<file path="src/rtl/mult_pkg.sv">
// Shared state encoding and sizing helpers for the Booth multiplier operand sequencer.
package mult_pkg;

    typedef enum logic [1:0] {
        ST_IDLE,
        ST_START,
        ST_WAIT,
        ST_EMIT
    } seq_state_t;

    // Cycles from the multiplier loading its operands to its ready rising.
    function automatic int mult_latency(input int nb);
        return (nb + 1) / 2;
    endfunction

    function automatic int default_acc_w(input int nb);
        return 2 * nb + 4;
    endfunction

endpackage

</file>
<file path="src/rtl/mult_operand_fifo.sv">
// Small synchronous FIFO holding packed operand pairs; full/empty come from a registered count.
module mult_operand_fifo #(
    parameter int WIDTH = 8,
    parameter int DEPTH = 4
) (
    input  logic             clk,
    input  logic             rst_n,
    input  logic             push,
    input  logic [WIDTH-1:0] wr_data,
    input  logic             pop,
    output logic [WIDTH-1:0] rd_data,
    output logic             full,
    output logic             empty
);

    localparam int PTR_W = $clog2(DEPTH);

    logic [WIDTH-1:0] mem [DEPTH];
    logic [PTR_W-1:0] wr_ptr;
    logic [PTR_W-1:0] rd_ptr;
    logic [PTR_W:0]   count;
    logic             do_push;
    logic             do_pop;

    // A full FIFO refuses a push even when a pop frees a slot in the same cycle.
    assign full    = (count == (PTR_W + 1)'(DEPTH));
    assign empty   = (count == '0);
    assign do_push = push && !full;
    assign do_pop  = pop && !empty;
    assign rd_data = mem[rd_ptr];

    always_ff @(posedge clk or negedge rst_n) begin
        if (!rst_n) begin
            wr_ptr <= '0;
            rd_ptr <= '0;
            count  <= '0;
            for (int i = 0; i < DEPTH; i++) begin
                mem[i] <= '0;
            end
        end else begin
            if (do_push) begin
                mem[wr_ptr] <= wr_data;
                wr_ptr      <= wr_ptr + PTR_W'(1);
            end
            if (do_pop) begin
                rd_ptr <= rd_ptr + PTR_W'(1);
            end
            count <= count + (PTR_W + 1)'(do_push) - (PTR_W + 1)'(do_pop);
        end
    end

endmodule

</file>
<file path="src/rtl/mult_operand_sequencer.sv">
// Feeds operand pairs to the Booth multiplier and accumulates its products per tagged group.
//   state    | meaning
//   ST_IDLE  | pop next pair from the FIFO when one is present
//   ST_START | pulse mul_start; multiplier loads at the end of this cycle
//   ST_WAIT  | wait for mul_ready, then accumulate the product
//   ST_EMIT  | hold the group result until out_ready
module mult_operand_sequencer
    import mult_pkg::*;
#(
    parameter int nb    = 10,
    parameter int DEPTH = 4,
    parameter int ACC_W = default_acc_w(nb),
    parameter int CNT_W = 8
) (
    input  logic              clk,
    input  logic              rst_n,
    input  logic              in_valid,
    output logic              in_ready,
    input  logic [nb-1:0]     in_a,
    input  logic [nb-1:0]     in_b,
    input  logic              in_last,
    output logic              mul_start,
    output logic [nb-1:0]     mul_a,
    output logic [nb-1:0]     mul_b,
    input  logic [2*nb-1:0]   mul_product,
    input  logic              mul_ready,
    output logic              out_valid,
    input  logic              out_ready,
    output logic [ACC_W-1:0]  out_sum,
    output logic [CNT_W-1:0]  out_count
);

    localparam int FW = 2 * nb + 1;

    seq_state_t       state;
    seq_state_t       state_next;
    logic [FW-1:0]    fifo_rd;
    logic             fifo_full;
    logic             fifo_empty;
    logic             push;
    logic             pop;
    logic             capture;
    logic             release_out;
    logic             last_q;
    logic [ACC_W-1:0] acc;
    logic [ACC_W-1:0] prod_ext;
    logic [ACC_W-1:0] sum_next;
    logic [CNT_W-1:0] cnt;
    logic [CNT_W-1:0] cnt_next;

    assign in_ready  = !fifo_full;
    assign push      = in_valid && in_ready;
    assign mul_start = (state == ST_START);

    mult_operand_fifo #(
        .WIDTH (FW),
        .DEPTH (DEPTH)
    ) u_fifo (
        .clk     (clk),
        .rst_n   (rst_n),
        .push    (push),
        .wr_data ({in_a, in_b, in_last}),
        .pop     (pop),
        .rd_data (fifo_rd),
        .full    (fifo_full),
        .empty   (fifo_empty)
    );

    assign prod_ext = ACC_W'($signed(mul_product));
    assign sum_next = acc + prod_ext;
    assign cnt_next = cnt + CNT_W'(1);

    always_ff @(posedge clk or negedge rst_n) begin
        if (!rst_n) begin
            state <= ST_IDLE;
        end else begin
            state <= state_next;
        end
    end

    // The multiplier has no reset, so mul_ready is only trusted in ST_WAIT.
    always_comb begin
        state_next  = state;
        pop         = 1'b0;
        capture     = 1'b0;
        release_out = 1'b0;
        case (state)
            ST_IDLE: begin
                if (!fifo_empty) begin
                    pop        = 1'b1;
                    state_next = ST_START;
                end
            end
            ST_START: begin
                state_next = ST_WAIT;
            end
            ST_WAIT: begin
                if (mul_ready) begin
                    capture    = 1'b1;
                    state_next = last_q ? ST_EMIT : ST_IDLE;
                end
            end
            ST_EMIT: begin
                if (out_ready) begin
                    release_out = 1'b1;
                    state_next  = ST_IDLE;
                end
            end
            default: begin
                state_next = ST_IDLE;
            end
        endcase
    end

    always_ff @(posedge clk or negedge rst_n) begin
        if (!rst_n) begin
            mul_a     <= '0;
            mul_b     <= '0;
            last_q    <= 1'b0;
            acc       <= '0;
            cnt       <= '0;
            out_sum   <= '0;
            out_count <= '0;
            out_valid <= 1'b0;
        end else begin
            if (pop) begin
                {mul_a, mul_b, last_q} <= fifo_rd;
            end
            if (capture) begin
                if (last_q) begin
                    out_sum   <= sum_next;
                    out_count <= cnt_next;
                    out_valid <= 1'b1;
                    acc       <= '0;
                    cnt       <= '0;
                end else begin
                    acc <= sum_next;
                    cnt <= cnt_next;
                end
            end
            if (release_out) begin
                out_valid <= 1'b0;
            end
        end
    end

endmodule

</file>
<file path="config.mk">
export PLATFORM = sky130hd
export DESIGN_NAME = mult_operand_sequencer
export DESIGN_NICKNAME = d
export VERILOG_FILES = /design/src/rtl/mult_pkg.sv /design/src/rtl/mult_operand_fifo.sv /design/src/rtl/mult_operand_sequencer.sv
export SDC_FILE = /design/constraint.sdc
export NUM_CORES = 1
export LEC_CHECK = 0
export ABC_AREA = 0
export ABC_CLOCK_PERIOD_IN_PS = 7200
export CORE_AREA = 2 2 163 165
export CTS_CLUSTER_DIAMETER = 120
export DETAILED_ROUTE_END_ITERATION = 10
export DIE_AREA = 0 0 165 167
export GPL_TIMING_DRIVEN = 0
export HOLD_SLACK_MARGIN = 0.15
export PLACE_DENSITY_LB_ADDON = 0.3
export SLEW_MARGIN = 10
export SYNTH_ARGS = -nofsm -noshare
export SYNTH_HDL_FRONTEND = slang
export SYNTH_SLANG_ARGS = --single-unit
</file>
<file path="constraint.sdc">
create_clock -name clk -period 7.2 [get_ports clk]
set_input_delay 1.08 -clock clk [delete_from_list [all_inputs] [get_ports clk]]
set_output_delay 1.08 -clock clk [all_outputs]
set_load 0.1 [all_outputs]
</file>
==> run metrics, run 1 <==
initial core utilization 33.5%; clock sink count about 180; Core ar. between 0.02 and 0.03 mm²; design area between 0.01 and 0.015 mm²; worst path required time 6.12 ns; RR Startpoint state[1]; remaining antenna violation count 0; fraction of registers with async set/reset 100%; Vias about 5,700; gp weighted congestion 0.780; final wirelength around 19,000 µm; slew margin rel. 30.7%; max-cap violations 0; CTS buffer count 17; synthesized netlist cell count around 700; Post-synth EDFFs 0; WHS Path Cells 2; Port Buf Inserts 100; synthesized area about 0.0086 mm²; layout net count ~900; Mapped Nets 769; R2R depth 10; first-pass GRT wire length between 30,000 and 40,000 µm; Post-CTS Setup Inserts 0; Worst-Margin Slew slightly above 1 ns; row count just under 60; clk buf depth 2; fin crit share between 40% and 50%; hold path endpoint out_sum[10]; clk_lat worst skew roughly 0.44 ns; hold crit path type flip-flop to flip-flop; I/O pin cnt a little over 100; #FFs+latches synth between 150 and 200; CP Data Arrival Time around 2.4 ns; Fin. Hold Viols 0; Top FF cell, synth dfrtp_1; WS Path Type flip-flop to output port; Die X between 150 and 200 µm; Antenna Cells 0; # setup viols final 0; skew final around 0.017 ns; Achievable Freq slightly below 300 MHz; largest net degree at the start of global routing slightly above 100; sequential share of the synthesized area about half; source of the worst hold timing path out_sum[10]; layout cell share with drive strength beyond 1 a little over a fifth; Startpoint Class flip-flop; PostCTS Resize Cnt 0; WL/cell ~17 µm; H-tree levels 4; R2R setup slack 4.27 ns; initial antenna violation count 0; dpl cell area slightly above 0.01 mm²; total iterations of the first detailed-routing run 4; Die Footprint roughly 0.028 mm²; Avg Cell Area, Syn 12.5 µm²; Area growth syn-to-layout 24.1%; vias in the first global route between 5,000 and 6,000; RSZ-0062 raised after global routing false; Final HPWL DP 13,200 µm; GRT Total Usage between 10% and 20%; DR DRC count 0; CTS hold repair buffers 0; CTS root buffer clkbuf_16; Synthesis Warnings 0; Max Slew Vio Count 0; reg2reg end u_fifo.count[2]; die height 167 µm; Crit. End Element output port; initial drt markers approximately 300; Reg clk slew, reported paths 0.08 ns; Tmin final roughly 3.4 ns; CP max FO 8; Distinct cells, synth 55; status complete, no violations; TritonCTS clock tree done; total grt overflow 0; routed vias/inst roughly 4.9; Fin Setup TNS 0 ns
## layout by cell type (no fill, tap or decap), drive strengths merged, types with 8 or more instances in the layout
| cell type | netlist | final |
|---|---|---|
| clkbuf | 28 | 46 |
| inv | 16 | 22 |
| clkdlybuf4s50 | 0 | 99 |
| dfrtp | 179 | 179 |
| a21oi | 27 | 27 |
| buf | 7 | 9 |
| mux4 | 21 | 21 |
| o21ai | 67 | 67 |
| clkinv | 1 | 9 |
| xor2 | 11 | 11 |
| mux2 | 114 | 114 |
| xnor2 | 22 | 22 |
| nand2 | 75 | 75 |
| ha | 30 | 30 |
| and3 | 8 | 8 |
## sequential cells by signal (all words and copies together) (netlist names)
register and flops:
acc 24, cnt 8, last_q 1, mul_a 10, mul_b 10, out_count 8, out_sum 24, out_valid 1
state 2, u_fifo.count 3, u_fifo.mem 84, u_fifo.rd_ptr 2, u_fifo.wr_ptr 2
## area by class of cell
type                            instances  area, µm²
Fill cell                            2441      15100
Sequential cell                       179       4480
Multi-Input combinational cell        459       3910
Timing Repair Buffer                  101       1030
Clock buffer                           18        439
Tap cell                              335        419
Clock inverter                         14        185
Buffer                                 35        158
Inverter                               18       81.3
## worst max path at each step
stage | start | end | slack (ns) | depth (start not counted)
after floorplan | mul_product[13] | out_sum[23] | 4.16 | 9
after global placement | rst_n | u_fifo.mem[6] | -2.83 | 1
after detailed placement | mul_product[19] | out_sum[23] | 3.42 | 8
after CTS | state[0] | mul_start | 3.72 | 3
after global routing | state[0] | mul_start | 3.67 | 3
final | state[0] | mul_start | 3.76 | 3
## routing by layer
metal	track usage (%)	wire, µm	share of wire [%]	up-vias
met5	0	0	0	-
met3	3.64	926	4.8	13
met1	19.2	8770	46	2836
li1	-	-	-	2722
met2	23.9	9290	48	109
met4	3.48	184	0.96	0
## per-stage QoR
stage	util (%)	hold slack (ns)	setup slack, ns	cells
after floorplan	-	0.453	4.16	691
after global placement	39.0	0.463	-2.83	1126
after detailed placement	39.1	0.473	3.42	1127
after CTS	41.6	0.490	3.72	1159
after global routing	41.6	0.508	3.67	1159
final	41.6	0.482	3.76	1159
## synthesized netlist by cell type, types with 5 or more instances
cell | instances | area share, %
nand2b_1 | 6 | 0.44
o21ai_0 | 30 | 1.7
nor2_1 | 7 | 0.30
o21ai_1 | 34 | 2.0
a22o_1 | 7 | 0.71
dfrtp_1 | 179 | 52
xnor2_1 | 22 | 2.2
and3_1 | 6 | 0.44
a21oi_1 | 21 | 1.2
mux2_2 | 103 | 13
xor2_1 | 11 | 1.1
mux2_1 | 11 | 1.4
a21oi_2 | 5 | 0.51
a31oi_1 | 6 | 0.44
ha_1 | 30 | 4.3
nand2_1 | 75 | 3.3
clkbuf_1 | 28 | 1.2
inv_1 | 14 | 0.61
mux4_2 | 21 | 5.5
o211ai_1 | 5 | 0.44
## critical path: stages, from the launching register on
cell	delay, ns
dfrtp_1	0.33
clkbuf_1	0.25
nor2b_1	0.20
clkdlybuf4s50_1	1.15
## logic make-up (layout without fill, tap and decap cells)
family | after synthesis | in the layout | synth area share [%]
AO/OA/AOI/OAI | 138 | 138 | 10.0
XOR/XNOR | 34 | 34 | 3.61
multiplexers | 137 | 137 | 20.6
flip-flops | 179 | 179 | 51.9
adder cells (fa/ha/maj) | 32 | 32 | 4.81
buffers and inverters | 53 | 186 | 2.77
AND/OR/NAND/NOR | 118 | 118 | 6.28
Power of run 1 is left out: the tool's default activity adds up to more than one toggle a clock period on the data nets, which glitch-free logic cannot reach.
==> inputs of run 2 (changes only) <==
ABC_CLOCK_PERIOD_IN_PS = 3200   (was 7200)
clock period = 3.2 ns   (was 7.2 ns; I/O delays follow)
==> run 2 against run 1 <==
Hold slack about the same. Core utilization about the same. Die area unchanged. Final area about the same. Sequential share of layout area about the same. First-iteration DRC count increased by 2.0%. Register-to-register slack got worse by 4.0 ns. Clock skew about the same. Via count decreased by 0.16%. Wire length decreased by 0.14%. Highest routed layer unchanged.
==> run metrics, run 2 (synthesis results as in run 1) <==
status complete, no violations; Port Buf Inserts 100; source of the worst hold timing path out_sum[10]; layout cell share with drive strength beyond 1 between 20% and 30%; remaining antenna violation count 0; Tmin final between 2 and 3 ns; DR DRC count 0; die height between 150 and 200 µm; row count 59; Startpoint Class flip-flop; clk_lat worst skew around 0.44 ns; total iterations of the first detailed-routing run 4; hold crit path type flip-flop to flip-flop; CTS buffer count 17; Core ar. between 0.02 and 0.03 mm²; gp weighted congestion 0.780; PostCTS Resize Cnt 0; initial core utilization 33.5%; clk buf depth 2; max-cap violations 0; total grt overflow 0; CTS root buffer clkbuf_16; worst path required time around 3.6 ns; largest net degree at the start of global routing roughly 100; layout net count 890; Die X 165 µm; CP Data Arrival Time approximately 3.3 ns; crit path to u_fifo.count[2]; Final HPWL DP around 13,000 µm; vias in the first global route 5,871; Achievable Freq about 340 MHz; FILL cells about 2,400; RR Startpoint state[1]; Antenna Cells 0; biggest regs u_fifo.mem: 84 flops, acc: 24 flops, out_sum: 24 flops; Biggest register u_fifo.mem; TritonCTS clock tree done; Area growth syn-to-layout 24.2%; Reg clk slew, reported paths roughly 0.08 ns; routed vias/inst 4.89; Util after Layout slightly above 40%; design area 0.0107 mm²; reg2reg end u_fifo.count[2]; Die Footprint about 0.028 mm²; skew final around 0.017 ns; Crit. End Element flip-flop; H-tree levels 4; initial antenna violation count 0; most frequent cells in the layout dfrtp_1, mux2_2, clkdlybuf4s50_1; Vias roughly 5,700; final wirelength roughly 19,000 µm; Max Slew Vio Count 0; crit path from state[1]; WL/cell between 15 and 20 µm; initial drt markers ~300; most common cell after layout, fill and taps aside dfrtp_1; WS Path Type flip-flop to flip-flop; R2R depth 10; CP max FO 10; # setup viols final 0; first-pass GRT wire length roughly 31,000 µm; Worst-Margin Slew 1.04 ns; clock sink count approximately 180; Fin Setup TNS 0 ns; max reg flops between 80 and 90; fin crit share 91.7%; R2R setup slack 0.27 ns; RSZ-0062 raised after global routing false; dpl cell area slightly above 0.01 mm²; Post-CTS Setup Inserts 0; Fin. Hold Viols 0; slew margin rel. between 30% and 40%; I/O pin cnt between 100 and 150; GRT Total Usage 14.5%
## run 2: metrics by stage
step / std cells / hold slack (ns) / setup WS [ns]
finish: 1160 / 0.482 / 0.267
global route: 1160 / 0.508 / 0.0795
CTS: 1160 / 0.490 / 0.182
detailed placement: 1127 / 0.473 / 0.0222
global placement: 1126 / 0.463 / -6.23
floorplan: 691 / 0.184 / 0.367
## run 2: cell type report
| class | count | area (µm²) | area share [%] |
|---|---|---|---|
| Sequential cell | 179 | 4480 | 41.8 |
| Tap cell | 335 | 419 | 3.91 |
| Clock inverter | 14 | 185 | 1.73 |
| Clock buffer | 18 | 439 | 4.10 |
| Buffer | 35 | 158 | 1.47 |
| Inverter | 18 | 81.3 | 0.759 |
| Multi-Input combinational cell | 459 | 3910 | 36.5 |
| Timing Repair Buffer | 102 | 1040 | 9.74 |
## run 2: worst max-delay path, stage by stage, from the launching register on
cell,delay [ns]
dfrtp_1,0.36
clkbuf_1,0.17
or3_1,0.48
inv_2,0.15
clkbuf_1,0.54
ha_1,0.24
inv_1,0.04
ha_1,0.18
fa_1,0.37
xnor2_1,0.19
xnor2_1,0.14
## run 2: worst min path at each step
stage / endpoint / slack, ns / cells after the start
after floorplan: acc[0] / 0.18 / 0
after global routing: out_sum[9] / 0.51 / 2
after detailed placement: out_sum[10] / 0.47 / 2
after global placement: out_sum[10] / 0.46 / 2
after CTS: out_sum[10] / 0.49 / 2
final: out_sum[10] / 0.48 / 2
## run 2: metal layers
| layer | routed length (µm) | global-route usage (%) | vias to the layer above |
|---|---|---|---|
| met1 | 8850 | 19.2 | 2822 |
| met3 | 860 | 3.64 | 15 |
| li1 | - | - | 2724 |
| met5 | 0 | 0 | - |
| met2 | 9280 | 23.9 | 110 |
| met4 | 159 | 3.48 | 0 |
## run 2: timing repair
| action | 4_1_cts | 5_1_grt |
|---|---|---|
| endpoints found under the setup margin | 0 | 0 |
| hold buffers | 1 | 0 |
| hold endpoints to repair | 79 | 0 |
Power of run 2 is left out for the same reason.
